$ cat config.mk
export PLATFORM = sky130hd
export DESIGN_NAME = cnt_bank_reg
export DESIGN_NICKNAME = d
export VERILOG_FILES = /design/src/rtl/cnt_bank_reg.sv
export SDC_FILE = /design/constraint.sdc
export NUM_CORES = 1
export LEC_CHECK = 0
export ABC_AREA = 1
export CORE_ASPECT_RATIO = 1.2
export CORE_MARGIN = 2
export CORE_UTILIZATION = 37
export DETAILED_ROUTE_END_ITERATION = 8
export SLEW_MARGIN = 20
export SYNTH_ARGS = -nofsm -noshare
export SYNTH_HDL_FRONTEND = slang
export SYNTH_SLANG_ARGS = --single-unit
$ cat constraint.sdc
create_clock -name clk_sys -period 3.9 [get_ports clk_sys]
set_input_delay 0.585 -clock clk_sys [delete_from_list [all_inputs] [get_ports clk_sys]]
set_output_delay 0.585 -clock clk_sys [all_outputs]
set_load 0.05 [all_outputs]
$ cat src/rtl/cnt_bank_reg.sv
// Multi-channel statistics counter bank with per-channel wrap/saturate, sticky overflow
// and a fixed one-cycle-latency read port with optional clear-on-read.
module cnt_bank_reg #(
  parameter int CH    = 8,
  parameter int WIDTH = 32,
  parameter int INCW  = 8,
  parameter int SAT   = 0,
  parameter int AW    = 4
) (
  input  logic              clk_sys,
  input  logic              rst_n,
  input  logic [CH-1:0]     cnt_en,
  input  logic [CH*INCW-1:0] cnt_inc,
  input  logic [CH-1:0]     cnt_clr,
  output logic [CH-1:0]     ovf,
  input  logic              rd_req,
  input  logic [AW-1:0]     rd_addr,
  input  logic              rd_clr,
  output logic              rd_ack,
  output logic [WIDTH-1:0]  rd_data,
  output logic              rd_ovf
);

  logic [WIDTH-1:0] w_cnt_all [CH];
  logic [WIDTH-1:0] w_rd_data;
  logic             w_rd_ovf;

  for (genvar g = 0; g < CH; g++) begin : g_ch
    logic [WIDTH-1:0] r_cnt;
    logic             r_ovf;
    logic [INCW-1:0]  w_inc;
    logic [WIDTH:0]   w_sum;
    logic             w_rd_clr;
    logic [WIDTH-1:0] w_cnt_nxt;
    logic             w_ovf_nxt;

    assign w_inc    = cnt_inc[g*INCW +: INCW];
    assign w_sum    = {1'b0, r_cnt} + {{(WIDTH+1-INCW){1'b0}}, w_inc};
    assign w_rd_clr = rd_req & rd_clr & (rd_addr == AW'(g));

    // Priority: synchronous clear, then read-clear (keeps a same-cycle increment), then count.
    always_comb begin
      // NOTE: hold values are assigned first so every path drives both outputs; no latch.
      w_cnt_nxt = r_cnt;
      w_ovf_nxt = r_ovf;
      if (cnt_clr[g]) begin
        w_cnt_nxt = '0;
        w_ovf_nxt = 1'b0;
      end else if (w_rd_clr) begin
        w_cnt_nxt = cnt_en[g] ? {{(WIDTH-INCW){1'b0}}, w_inc} : '0;
        w_ovf_nxt = 1'b0;
      end else if (cnt_en[g]) begin
        if ((SAT != 0) && w_sum[WIDTH]) w_cnt_nxt = '1;
        else                            w_cnt_nxt = w_sum[WIDTH-1:0];
        w_ovf_nxt = r_ovf | w_sum[WIDTH];
      end
    end

    // NOTE: counters are state visible after reset, so each one is reset rather than left as RAM.
    always_ff @(posedge clk_sys or negedge rst_n) begin
      if (!rst_n) begin
        r_cnt <= '0;
        r_ovf <= 1'b0;
      end else begin
        // NOTE: non-blocking assignments so all registers update from pre-edge values.
        r_cnt <= w_cnt_nxt;
        r_ovf <= w_ovf_nxt;
      end
    end

    assign w_cnt_all[g] = r_cnt;
    assign ovf[g]       = r_ovf;
  end

  // Out-of-range addresses match no channel and read back as zero.
  always_comb begin
    w_rd_data = '0;
    w_rd_ovf  = 1'b0;
    for (int i = 0; i < CH; i++) begin
      if (rd_addr == AW'(i)) begin
        w_rd_data = w_cnt_all[i];
        w_rd_ovf  = ovf[i];
      end
    end
  end

  always_ff @(posedge clk_sys or negedge rst_n) begin
    if (!rst_n) begin
      rd_ack  <= 1'b0;
      rd_data <= '0;
      rd_ovf  <= 1'b0;
    end else begin
      rd_ack <= rd_req;
      if (rd_req) begin
        rd_data <= w_rd_data;
        rd_ovf  <= w_rd_ovf;
      end
    end
  end

endmodule

## After elaboration in Yosys (flattened, before gate mapping)

Index checks and enable logic that the tools add are counted.

- Bits in registers: 298
- Output and inout bits: 42

- Add/subtract/negate cells: 8
- Bitwise gates (word level): 17
- Mux-type cells: 72
- Eq/ne operators: 7
- Reductions and logical operators: 9

Operators by type and width:

| operator | number |
|---|---|
| 32-bit 2-to-1 mux | 32 |
| 32-bit by 8-bit adder with 33-bit output | 8 |
| 8-bit 2-to-1 mux | 8 |
| 1-bit 2-to-1 mux | 32 |
| 3-bit nonzero test | 8 |
| 4-bit by 3-bit equality test with 1-bit output (second input constant) | 4 |
| 1-bit bitwise AND | 9 |
| 4-bit by 2-bit equality test with 1-bit output (second input constant) | 2 |
| 1-bit bitwise OR | 8 |
| 4-bit by 1-bit equality test with 1-bit output (second input constant) | 1 |
| 4-bit zero test | 1 |

## Longest topological paths before layout

- Depth in word-level cells: 9
- Gate-level depth with buffers: 14

## Least setup slack after synthesis

OpenSTA, ideal clock, no wires.

- Kind: input port to flip-flop
- Start: input cnt_inc[40]
- End: register g_ch[5].r_cnt[26]
- Arrival time: 2.185 ns
- Setup slack: 1.596 ns
- Setup time: 0.119 ns
- Data required time: 3.781 ns
- Stages: 11
- Path through: ha_1 > inv_1 > fa_1 > o21ai_1 > nand2_1 > nand2_1 > nand4_1 > nor2_2 > nand3_1 > nand2_1 > nor2_1

- Longest elaborated chain between the ends: 4

Ends and longest elaborated chain:

| what | line | text |
|---|---|---|
| from (decl) | 13 | `input logic [CH*INCW-1:0] cnt_inc,` |
| 32-bit by 8-bit adder with 33-bit output | 38 | `assign w_sum = {1'b0, r_cnt} + {{(WIDTH+1-INCW){1'b0}}, w_inc};` |
| 32-bit 2-to-1 mux | 52 | `end else if (cnt_en[g]) begin` |
| 32-bit 2-to-1 mux | 49 | `end else if (w_rd_clr) begin` |
| 32-bit 2-to-1 mux | 46 | `if (cnt_clr[g]) begin` |
| to (signal assigned) | 66 | `r_cnt <= w_cnt_nxt;` |
| to (decl) | 29 | `logic [WIDTH-1:0] r_cnt;` |

No other way between the ends. The select of a mux whose other input is x is not followed.
A chain may end at the register's enable or synchronous reset.

## Worst setup path in the final report

Same ends and word-level chain as after synthesis.

==> qor.log <==
[route] post-DR vias/cell 5.318
[critical_path] ordered cell list for the critical path clkdlybuf4s50_1, ha_1, inv_1, fa_1, o21ai_1, nand2_1, nand2_1, nand4_1, nor2_2, nand3_1, nand2_1, nor2_1
[critical_path] Critical R2R Capture g_ch[6].r_cnt[26]
[finish] signed area change from the synthesized netlist to the final layout 16.25%
[route] routed wirelength normalized by instance count 18.89 µm
[critical_path] capturing element type of the critical path flop
[yosys] average footprint of a synthesized cell 6.663 µm²
[clock_network] CTS-repair resized insts 0
[critical_path] critical register-to-register path startpoint g_ch[6].r_cnt[0]
[pwr] PwrDens 377.8 nW/µm²
[clock_network] count of hold-fix buffers inserted at cts 0
[place] IO Port Bufs 129
[clock_network] clock network latency to the later pin of the worst-skew pair 0.55 ns
[timing] setup skew after layout 0.01837 ns
[timing] post-route clock period utilization 0.6869
[route] DRT Wirelength 76380 µm
[yosys] flops & latches, synth 298
[critical_path] CP max stage delay 0.50 ns
[critical_path] worst setup path class input port to flop
[timing] final-report hold violation count 0
[finish] fraction of final layout cells with drive strength greater than 1 0.04688
[critical_path] signal arrival time at the worst endpoint 3.12 ns
[floorplan] die area 59080 µm²
[clock_network] root buffer cell sky130_fd_sc_hd__clkbuf_16
[timing] post-route worst hold slack 0.07704 ns
[timing] accumulated negative setup slack 0 ns
[place] HPWL after DPL 60730 µm
[critical_path] setup slack of the most critical reg-to-reg path 1.32 ns
[clock_network] maximum level of the CTS H-tree 2
[critical_path] data required time at the worst endpoint 4.34 ns
[yosys] number of distinct library cells after synthesis 49
[yosys] Warnings, synthesis 0
[floorplan] overall die height 265.9 µm
[timing] transition time of the tightest slew-check pin 0.9246 ns
[clock_network] maximum count of clock buffers along a single path 3
[yosys] cell accounting for the most synthesized area sky130_fd_sc_hd__dfrtp_1
[yosys] largest cells by area after synthesis sky130_fd_sc_hd__dfrtp_1 (35%), sky130_fd_sc_hd__nand2_1 (14%), sky130_fd_sc_hd__inv_1 (7.9%)
[clock_network] Num CTS Buffers 36
[route] iteration count of the initial detailed-routing pass 6
[global_route] wire length of the first global-routing pass 117000 µm
[clock_network] number of clock sinks 298
[critical_path] biggest fanout along the worst timing path 8
[pwr] maximum resistive drop on vdd 234.0 µV
[yosys] area of the mapped netlist 21140 µm²
[route] post-route antenna net violation count 0
[timing] clock period minus final worst setup slack 2.679 ns
[pwr] Overall Power 9.285 mW
[timing] max-slew violation total from the final report 0
[timing] worst-case setup margin in the final layout 1.221 ns
[route] violation count after the first detailed-route iteration 1847
[place] final weighted congestion in routability-driven placement 0.9529
[status] run status completed
[timing] Max Freq 373.3 MHz
[timing] Final setup viols 0
[place] number of placed instances, taps included 3980
[timing] relative slew slack 0.3829
[global_route] leftover overflow at the end of global routing 0
[clock_network] clk slew on worst S/H paths 0.06 ns
[floorplan] Die W 222.2 µm
[global_route] pin count of the biggest net entering global routing 102
[yosys] Primary FF master, synth sky130_fd_sc_hd__dfrtp_1
[yosys] share of flip-flops with an asynchronous set or reset after synthesis 1.000
[clock_network] buffers inserted during post-CTS setup optimization 0
[pwr] leakage power total 11.43 nW
[floorplan] row count 96
[global_route] combined global-route utilization of all metal layers 0.2561
[global_route] initial antenna violation count 3
[critical_path] Critical Path Most Common Cell sky130_fd_sc_hd__nand2_1
[run] number of maximum-capacitance violations 0
[route] DR DRC count 0
[global_route] number of global-route vias before repair 20420
[yosys] sequential area share after synthesis 0.3527
[clock_network] CTS tree done
[floorplan] Top Ports 130
[hold_path] worst hold-check path type input port to asynchronous set/reset pin
[critical_path] number of cells on the worst reg-to-reg path 11
[finish] non-filler cells in the finished layout 4043
[critical_path] standard cell with the maximum stage delay on the critical path sky130_fd_sc_hd__clkdlybuf4s50_1
[critical_path] Startpoint Class input port
[yosys] Synthesized Nets 3333
[yosys] top-area cell type share of the netlist area 0.3527
[finish] number of nets in the finished design 3443
[floorplan] effective utilization at floorplan 0.3721
[place] Post-Place Worst Slack 0.6244 ns
[yosys] Synth Instances 3173
[timing] setup repair after global routing missed its margin no
[floorplan] placeable core region 56810 µm²
[yosys] EDFF count, synth 0
[route] via count 21500
-- where the power goes --
part,internal [mW],switching [mW]
registers,3.24,0.187
clock network,2.57,1.42
logic,0.694,1.16
total,6.51,2.77
-- worst max-delay path by stage --
stage	from	endpoint	slack, ns	depth (start not counted)
detailed placement	cnt_inc[40]	g_ch[5].r_cnt[26]	0.62	12
global placement	cnt_inc[40]	g_ch[5].r_cnt[26]	0.65	12
floorplan	cnt_inc[40]	g_ch[5].r_cnt[26]	1.60	11
global route	cnt_inc[40]	g_ch[5].r_cnt[30]	0.95	12
CTS	cnt_inc[40]	g_ch[5].r_cnt[26]	1.21	12
finish	cnt_inc[40]	g_ch[5].r_cnt[26]	1.22	12
-- layout make-up --
type	count	area, µm²
repair buffers	150	1486
well taps	735	919.6
fillers	5902	32240
diodes	2	5.005
flip-flops and latches	298	7457
inverters	466	1752
clock inverters	13	321.6
multi-input cells	2331	11570
clock buffers	48	1067
-- flip-flops by register name (all words and copies together) (netlist names) --
signal      cells
rd_data        32
g_ch.r_cnt    256
g_ch.r_ovf      8
rd_ack          1
rd_ovf          1
-- critical path, delay by kind of cell --
kind	cells	cell delay (ns)
compound gates	1	0.25
fa+ha+maj	2	0.65
buf+inv	2	0.57
simple gates	7	1.08
-- routing by layer --
layer	up-vias	wire length [µm]	global-route usage
met3	183	4615	0.04896
met1	10060	31620	0.3129
met5	-	21	0
li1	10570	-	-
met2	693	36310	0.4370
met4	4	3808	0.1172
-- stage by stage --
stage	utilization	instance area, µm²
6_report	0.4326	24580
5_1_grt	0.4325	24570
4_1_cts	0.4325	24570
3_5_place_dp	0.4081	23180
3_3_place_gp	0.4081	23180
2_1_floorplan	-	21140
-- Yosys cell counts (all sizes together), types with 15 or more instances --
library cell	number
o22ai	50
inv	466
nand3	241
nand2	827
or2	15
o211ai	27
nand4	95
xor2	20
ha	64
nor2	409
dfrtp	298
xnor2	21
o21ai	182
nor3	98
clkbuf	41
buf	37
a21oi	169
o21bai	15
a22oi	17
-- cell families after synthesis --
group | share of synthesized area
DFF | 0.3527
and+or+nand+nor | 0.3502
xor gates and xnor gates | 0.01699
adders and majority gates | 0.04545
AOI/OAI and AO/OA | 0.1345
buffers and inverters | 0.1001
-- cell usage in the layout, fill, tap and decap left out, drive strengths merged, types with 27 or more instances in the layout --
master           n
o211ai          27
nand4           95
ha              64
clkbuf          48
nand2          827
inv            466
clkdlybuf4s50  127
nor3            98
o21ai          182
a21oi          169
dfrtp          298
nor2           409
nand3          241
o22ai           50
(Power assumes the default switching activity.)
